[src/rtl/cw305_usb_host_pkg.sv]
// Shared types and defaults for the CW305 parallel USB register-bus initiator.
// Consumed by cw305_usb_host and its phase counter.
package cw305_usb_host_pkg;

    typedef enum logic [2:0] {
        IDLE   = 3'd0,
        SETUP  = 3'd1,
        STROBE = 3'd2,
        HOLD   = 3'd3,
        RESP   = 3'd4
    } state_t;

    localparam int DEF_ADDR_WIDTH   = 21;
    localparam int DEF_BYTECNT_SIZE = 2;
    localparam int DEF_SETUP_CYC    = 1;
    localparam int DEF_STROBE_CYC   = 2;
    localparam int DEF_HOLD_CYC     = 1;

    function automatic int bytes_per_reg(input int bytecnt_size);
        return 1 << bytecnt_size;
    endfunction

endpackage

[src/rtl/cw305_usb_phase_cnt.sv]
// Loadable down-counter that times one bus phase; zero_o marks the phase's last cycle.
module cw305_usb_phase_cnt #(
    parameter int WIDTH = 2
) (
    input  logic             clk_i,
    input  logic             rst_ni,
    input  logic             load_i,
    input  logic [WIDTH-1:0] load_val_i,
    output logic             zero_o
);

    logic [WIDTH-1:0] r_cnt;

    always_ff @(posedge clk_i or negedge rst_ni) begin
        if (!rst_ni) begin
            r_cnt <= '0;
        end else if (load_i) begin
            r_cnt <= load_val_i;
        end else if (r_cnt != '0) begin
            r_cnt <= r_cnt - WIDTH'(1);
        end
    end

    assign zero_o = (r_cnt == '0);

endmodule

[src/rtl/cw305_usb_host.sv]
// Initiator for the CW305 SAM3U-style parallel USB register bus (valid/ready in, timed strobes out).
// Define CW305_USB_HOST_TRIGGER_EN to add req_trig_i / usb_trigger_o.
module cw305_usb_host
    import cw305_usb_host_pkg::*;
#(
    parameter int pADDR_WIDTH   = DEF_ADDR_WIDTH,
    parameter int pBYTECNT_SIZE = DEF_BYTECNT_SIZE,
    parameter int SETUP_CYC     = DEF_SETUP_CYC,
    parameter int STROBE_CYC    = DEF_STROBE_CYC,
    parameter int HOLD_CYC      = DEF_HOLD_CYC
) (
    input  logic                                  clk_i,
    input  logic                                  rst_ni,
    input  logic                                  req_valid_i,
    output logic                                  req_ready_o,
    input  logic                                  req_we_i,
    input  logic [pADDR_WIDTH-pBYTECNT_SIZE-1:0]  req_reg_i,
    input  logic [pBYTECNT_SIZE-1:0]              req_nbytes_i,
    input  logic [8*(2**pBYTECNT_SIZE)-1:0]       req_wdata_i,
`ifdef CW305_USB_HOST_TRIGGER_EN
    input  logic                                  req_trig_i,
    output logic                                  usb_trigger_o,
`endif
    output logic                                  rsp_valid_o,
    input  logic                                  rsp_ready_i,
    output logic [8*(2**pBYTECNT_SIZE)-1:0]       rsp_rdata_o,
    output logic [pADDR_WIDTH-1:0]                usb_addr_o,
    output logic [7:0]                            usb_data_o,
    output logic                                  usb_data_oe_o,
    input  logic [7:0]                            usb_data_i,
    output logic                                  usb_cen_o,
    output logic                                  usb_wrn_o,
    output logic                                  usb_rdn_o,
    output logic                                  busy_o
);

    localparam int DATA_W  = 8 * bytes_per_reg(pBYTECNT_SIZE);
    localparam int REG_W   = pADDR_WIDTH - pBYTECNT_SIZE;
    localparam int CNT_MAX = (SETUP_CYC > STROBE_CYC)
                           ? ((SETUP_CYC > HOLD_CYC) ? SETUP_CYC : HOLD_CYC)
                           : ((STROBE_CYC > HOLD_CYC) ? STROBE_CYC : HOLD_CYC);
    localparam int CNT_W   = $clog2(CNT_MAX + 1);

    localparam logic [CNT_W-1:0] SETUP_LD  = CNT_W'(SETUP_CYC - 1);
    localparam logic [CNT_W-1:0] STROBE_LD = CNT_W'(STROBE_CYC - 1);
    localparam logic [CNT_W-1:0] HOLD_LD   = CNT_W'(HOLD_CYC - 1);

    state_t                     r_state, w_state_nxt;
    logic                       r_we;
    logic [REG_W-1:0]           r_reg;
    logic [pBYTECNT_SIZE-1:0]   r_nbytes;
    logic [DATA_W-1:0]          r_wdata;
    logic [DATA_W-1:0]          r_rdata;
    logic [pBYTECNT_SIZE-1:0]   r_idx, w_idx_nxt;

    logic                       w_accept;
    logic                       w_cnt_load;
    logic [CNT_W-1:0]           w_cnt_val;
    logic                       w_cnt_zero;

    logic                       w_we_nxt;
    logic [REG_W-1:0]           w_reg_nxt;
    logic [DATA_W-1:0]          w_wdata_nxt;
    logic                       w_in_cycle;
    logic                       w_cen_nxt, w_wrn_nxt, w_rdn_nxt, w_oe_nxt;
    logic [pADDR_WIDTH-1:0]     w_addr_nxt;
    logic [7:0]                 w_data_nxt;

    logic                       r_usb_cen, r_usb_wrn, r_usb_rdn, r_usb_oe;
    logic [pADDR_WIDTH-1:0]     r_usb_addr;
    logic [7:0]                 r_usb_data;

    assign w_accept = req_valid_i && (r_state == IDLE);

    cw305_usb_phase_cnt #(.WIDTH(CNT_W)) u_phase_cnt (
        .clk_i      (clk_i),
        .rst_ni     (rst_ni),
        .load_i     (w_cnt_load),
        .load_val_i (w_cnt_val),
        .zero_o     (w_cnt_zero)
    );

    // NOTE: sequential state uses non-blocking assignments so every flop samples pre-edge values.
    always_ff @(posedge clk_i or negedge rst_ni) begin
        if (!rst_ni) begin
            r_state <= IDLE;
        end else begin
            r_state <= w_state_nxt;
        end
    end

    // NOTE: every comb output gets a default first, so no path can infer a latch.
    always_comb begin
        w_state_nxt = r_state;
        w_idx_nxt   = r_idx;
        w_cnt_load  = 1'b0;
        w_cnt_val   = '0;
        case (r_state)
            IDLE: if (w_accept) begin
                w_state_nxt = SETUP;
                w_idx_nxt   = '0;
                w_cnt_load  = 1'b1;
                w_cnt_val   = SETUP_LD;
            end
            SETUP: if (w_cnt_zero) begin
                w_state_nxt = STROBE;
                w_cnt_load  = 1'b1;
                w_cnt_val   = STROBE_LD;
            end
            STROBE: if (w_cnt_zero) begin
                w_state_nxt = HOLD;
                w_cnt_load  = 1'b1;
                w_cnt_val   = HOLD_LD;
            end
            HOLD: if (w_cnt_zero) begin
                if (r_idx == r_nbytes) begin
                    w_state_nxt = RESP;
                end else begin
                    w_state_nxt = SETUP;
                    w_idx_nxt   = r_idx + pBYTECNT_SIZE'(1);
                    w_cnt_load  = 1'b1;
                    w_cnt_val   = SETUP_LD;
                end
            end
            RESP: if (rsp_ready_i) w_state_nxt = IDLE;
            default: w_state_nxt = IDLE;
        endcase
    end

    // Request context; rdata is cleared on accept and filled byte by byte on the last strobe cycle.
    always_ff @(posedge clk_i or negedge rst_ni) begin
        if (!rst_ni) begin
            r_we     <= 1'b0;
            r_reg    <= '0;
            r_nbytes <= '0;
            r_wdata  <= '0;
            r_rdata  <= '0;
            r_idx    <= '0;
        end else begin
            r_idx <= w_idx_nxt;
            if (w_accept) begin
                r_we     <= req_we_i;
                r_reg    <= req_reg_i;
                r_nbytes <= req_nbytes_i;
                r_wdata  <= req_wdata_i;
                r_rdata  <= '0;
            end else if (r_state == STROBE && w_cnt_zero && !r_we) begin
                r_rdata[{r_idx, 3'b000} +: 8] <= usb_data_i;
            end
        end
    end

    // Bus outputs are computed from the next state so the registered pins line up with the phase.
    always_comb begin
        w_we_nxt    = w_accept ? req_we_i    : r_we;
        w_reg_nxt   = w_accept ? req_reg_i   : r_reg;
        w_wdata_nxt = w_accept ? req_wdata_i : r_wdata;
        w_in_cycle  = (w_state_nxt == SETUP) || (w_state_nxt == STROBE) || (w_state_nxt == HOLD);
        w_cen_nxt   = !w_in_cycle;
        w_wrn_nxt   = !((w_state_nxt == STROBE) && w_we_nxt);
        w_rdn_nxt   = !((w_state_nxt == STROBE) && !w_we_nxt);
        w_oe_nxt    = w_in_cycle && w_we_nxt;
        w_addr_nxt  = r_usb_addr;
        w_data_nxt  = r_usb_data;
        if (w_state_nxt == SETUP) begin
            w_addr_nxt = {w_reg_nxt, w_idx_nxt};
            w_data_nxt = w_we_nxt ? w_wdata_nxt[{w_idx_nxt, 3'b000} +: 8] : 8'h00;
        end
    end

    always_ff @(posedge clk_i or negedge rst_ni) begin
        if (!rst_ni) begin
            r_usb_cen  <= 1'b1;
            r_usb_wrn  <= 1'b1;
            r_usb_rdn  <= 1'b1;
            r_usb_oe   <= 1'b0;
            r_usb_addr <= '0;
            r_usb_data <= '0;
        end else begin
            r_usb_cen  <= w_cen_nxt;
            r_usb_wrn  <= w_wrn_nxt;
            r_usb_rdn  <= w_rdn_nxt;
            r_usb_oe   <= w_oe_nxt;
            r_usb_addr <= w_addr_nxt;
            r_usb_data <= w_data_nxt;
        end
    end

`ifdef CW305_USB_HOST_TRIGGER_EN
    logic r_trig;
    logic r_usb_trigger;

    always_ff @(posedge clk_i or negedge rst_ni) begin
        if (!rst_ni) begin
            r_trig        <= 1'b0;
            r_usb_trigger <= 1'b0;
        end else begin
            if (w_accept) r_trig <= req_trig_i;
            r_usb_trigger <= w_in_cycle && (w_accept ? req_trig_i : r_trig);
        end
    end

    assign usb_trigger_o = r_usb_trigger;
`endif

    assign req_ready_o   = (r_state == IDLE);
    assign busy_o        = (r_state != IDLE);
    assign rsp_valid_o   = (r_state == RESP);
    assign rsp_rdata_o   = r_rdata;
    assign usb_cen_o     = r_usb_cen;
    assign usb_wrn_o     = r_usb_wrn;
    assign usb_rdn_o     = r_usb_rdn;
    assign usb_data_oe_o = r_usb_oe;
    assign usb_addr_o    = r_usb_addr;
    assign usb_data_o    = r_usb_data;

endmodule

[config.mk]
export PLATFORM = sky130hd
export DESIGN_NAME = cw305_usb_host
export DESIGN_NICKNAME = d
export VERILOG_FILES = /design/src/rtl/cw305_usb_host_pkg.sv /design/src/rtl/cw305_usb_phase_cnt.sv /design/src/rtl/cw305_usb_host.sv
export SDC_FILE = /design/constraint.sdc
export NUM_CORES = 1
export LEC_CHECK = 0
export BUFFER_PORTS_ARGS = -buffer_cell sky130_fd_sc_hd__buf_2
export CAP_MARGIN = 20
export CORE_MARGIN = 1.5
export CORE_UTILIZATION = 29
export DETAILED_ROUTE_END_ITERATION = 7
export SYNTH_ARGS = -nofsm -noshare
export SYNTH_HDL_FRONTEND = slang
export SYNTH_SLANG_ARGS = --single-unit
[constraint.sdc]
create_clock -name clk_i -period 2.4 [get_ports clk_i]
set_input_delay 0.24 -clock clk_i [delete_from_list [all_inputs] [get_ports clk_i]]
set_output_delay 0.24 -clock clk_i [all_outputs]
set_load 0.005 [all_outputs]
==> key figures <==
Worst setup path
  – Origin of the worst setup path: u_phase_cnt.r_cnt[0]
  – Register-to-Register Path Depth: 7
  – Worst Path Arrival: about 2.6 ns
  – R2R Setup Slk: about 0.07 ns
  – Critical path, cell by cell: inv_1 > ha_1 > nand4b_4 > a21oi_4 > mux2i_4 > mux4_1 > a31o_1
  – Critical Path Sink Type: flop
  – CP peak stage delay: just under 0.6 ns
  – CP max stage cell: mux4_1
  – Reg2Reg Capture Point: usb_data_o[7]
  – Crit path to: usb_data_o[7]
  – Critical Setup Path Class: flop to flop
  – R2r startpoint: u_phase_cnt.r_cnt[0]
  – Setup crit start kind: flop
  – Worst EP required: roughly 2.7 ns
  – Worst-path fanout max: 4

Pwr
  – Clock network power share: between 20 and 30%
  – Peak VDD IR: 528 uV
  – Power Dens Cells: 1370 nW/um^2
  – P_int: around 0.0063 W
  – Psw: ~0.0031 W
  – Combinational share of power: a little under two fifths
  – Register share of total power: 35.6%
  – Leakage: roughly 3.6 nW
  – Sw frac: about a third

Synth
  – Multiplexer share of the synthesized area: approximately 11%
  – Post-synth ARST share: 100%
  – Mapped Cells: between 400 and 500
  – Flops & latches, synth: between 100 and 150
  – Largest family of logic cells by synthesized area: simple AND/OR/NAND/NOR gates
  – Top_reg_cell synth: dfrtp_1
  – Compound-Gate Fraction of Synth Area: under 10%
  – Netlist cell types: between 40 and 50
  – Post-Synth Simple-Gate Area: 14.8%
  – Post-synthesis sequential area ratio: about 60%
  – Syn. warnings: 0
  – Post-synthesis xor/xnor area fraction: less than 1%
  – Synth Area in Adders: between 1 and 1.5%
  – Post-synth EDFFs: 0
  – Avg Cell Area, Syn: roughly 12 um^2
  – Syn nets: roughly 530
  – Synth Cell Area: about 5300 um^2

Drt
  – Vias per cell: 4.60
  – Drt wl/cell: between 15 and 20 um
  – Initial DRC count: ~140
  – First-pass DRT Iterations: 4
  – Routed vias: approximately 3,900
  – Final wirelength: between 10,000 and 15,000 um
  – Detail Route Antenna Nets: 0
  – Drt drc: 0

Placed design
  – GP Congestion: 0.785
  – IO Port Bufs: 133
  – Area after DPL: 6270 um^2
  – Dpl ws: around 0.066 ns
  – Detailed Place HPWL: 9060 um

Min path
  – Hold Path Class: primary input to flop

STA
  – Final setup fails: 0
  – Final Hold Viols: 0
  – Final slew viol count: 0
  – Peak Freq: ~430 MHz
  – Clock Skews: roughly 0.011 ns
  – Slew @ Worst Pin: roughly 0.70 ns
  – Final WS setup: approximately 0.07 ns
  – Minimum clock period: around 2.3 ns
  – Rel. slew slack: 53.1%
  – Period utilisation layout: 97.1%
  – RSZ-0062 raised after global routing: true

Layout
  – ANT cells: 0
  – Fin nets: roughly 680
  – FF/Latch Area: 3160 um^2
  – Multi-input logic area: 1970 um^2
  – Layout area overhead: 30.7%
  – # fillers: 1,764
  – Share of post-route cells with drive strength above 1: 36.1%
  – Design area: approximately 7000 um^2

Global route
  – GRT overflow: 0
  – Initial antenna violation count: 0
  – Largest net degree at the start of global routing: a little over 50
  – Global-route wire length before repair: between 20,000 and 25,000 um
  – GRT Total Usage: approximately 14%
  – Vias in the first global route: roughly 4,000

Floorplan
  – Initial Utilization: 29.5%
  – Die ar.: ~19,000 um^2
  – # IOs: 134
  – Die height: between 100 and 150 um
  – Floorplan row count: just under 50
  – Placeable Area: ~18,000 um^2
  – Horiz. Die Dim: 138 um

Clock tree
  – Num Clock Sinks: around 130
  – Worst skew pair latency: ~0.41 ns
  – Clock Path Buffers: 2
  – CTS tree: built
  – Root Driver: clkbuf_16
  – Reg clk slew, reported paths: approximately 0.05 ns
  – H-Tree Depth: 4
  – CTS Buf Count: 17

Status
  – Status: finished clean

Run
  – Max-cap violations: 0
## layout by cell type (no fill, tap or decap), types with 13 or more instances in the layout
cell	count
nand2_1	143
buf_2	132
dfrtp_1	123
a22o_1	32
mux2_2	30
nor2_1	19
inv_1	17
clkbuf_16	17
buf_4	13
## timing repair
item,in CTS,in global routing
gates resized for setup,0,5
endpoints found under the setup margin,0,17
hold endpoints to repair,41,0
setup buffers,0,1
hold buffers,1,0
## power by group through the flow
| stage | registers, W | clock network [W] | logic, W |
|---|---|---|---|
| CTS | 0.00336 | 0.00264 | 0.00353 |
| global route | 0.00345 | 0.00274 | 0.00392 |
| detailed placement | 0.00339 | 0 | 0.00351 |
| finish | 0.00336 | 0.00256 | 0.00352 |
| global placement | 0.00335 | 0 | 0.00339 |
| floorplan | 0.00331 | 0 | 0.00240 |
## through the flow
step / utilization, % / hold WS (ns) / power, W / instances / TNS, ns
floorplan: - / -0.0556 / 0.00571 / 457 / 0
global placement: 35.0 / 0.283 / 0.00674 / 813 / 0
detailed placement: 35.0 / 0.292 / 0.00690 / 813 / 0
CTS: 38.4 / 0.0149 / 0.00953 / 845 / 0
global route: 38.6 / 0.0190 / 0.0101 / 846 / -0.0660
finish: 38.6 / 0.0287 / 0.00945 / 846 / 0
## layout make-up
| cell class | instances | share of cell area (%) |
|---|---|---|
| timing repair buffer | 150 | 12.3 |
| clock buffer | 21 | 6.51 |
| inverter | 18 | 0.977 |
| multi-input combinational | 292 | 28.4 |
| clock inverter | 10 | 2.01 |
| sequential | 126 | 45.7 |
| tap | 229 | 4.14 |
## logic make-up (layout without fill, tap and decap cells)
logic type	count (synthesis)	in the layout
adders and majority gates	6	6
xor gates and xnor gates	3	3
buffers and inverters	39	199
muxes	43	43
and+or+nand+nor	182	182
AOI/OAI and AO/OA	58	58
DFF	126	126
## synthesized netlist by cell type, drive strengths merged (2+ instances only)
master	number	share of area, %
nand2	144	10
dfrtp	123	58
a22o	32	5.3
mux2	30	6.4
nor2	21	1.6
inv	17	1.2
buf	15	2.3
mux2i	7	1.5
a21oi	6	0.64
a31o	6	0.99
clkbuf	6	0.45
ha	6	1.4
mux4	6	3.0
nor3	6	0.76
o21ai	6	0.64
dfstp	3	1.5
o22ai	3	0.35
nand3	2	0.19
nor4b	2	0.61
xnor2	2	0.47
## per-layer routing
layer	GRT usage, %	wire length [um]	vias up
met4	5.60	196	0
met5	0	0	-
met2	22.9	6290	106
met3	4.12	525	12
met1	17.9	5860	1930
li1	-	-	1844
## critical path: cells and delay by family (launching register included)
kind	cells	cell delay, ns
multiplexers	2	0.89
AO/OA/AOI/OAI	2	0.41
flip-flops	1	0.39
adder cells (fa/ha/maj)	1	0.24
AND/OR/NAND/NOR	1	0.17
buffers and inverters	1	0.12
## worst min-delay path by stage
| stage | from | to | slack, ns | cells past startpoint |
|---|---|---|---|---|
| final | req_nbytes_i[1] | r_nbytes[1] | 0.03 | 3 |
| after CTS | rsp_ready_i | r_state[2] | 0.01 | 2 |
| after floorplan | rst_ni | r_idx[0] | -0.06 | 0 |
| after global routing | rsp_ready_i | r_state[2] | 0.02 | 2 |
| after detailed placement | rst_ni | r_state[0] | 0.29 | 1 |
| after global placement | rst_ni | r_state[0] | 0.28 | 1 |
No activity file was read; power rests on OpenSTA's default activity.
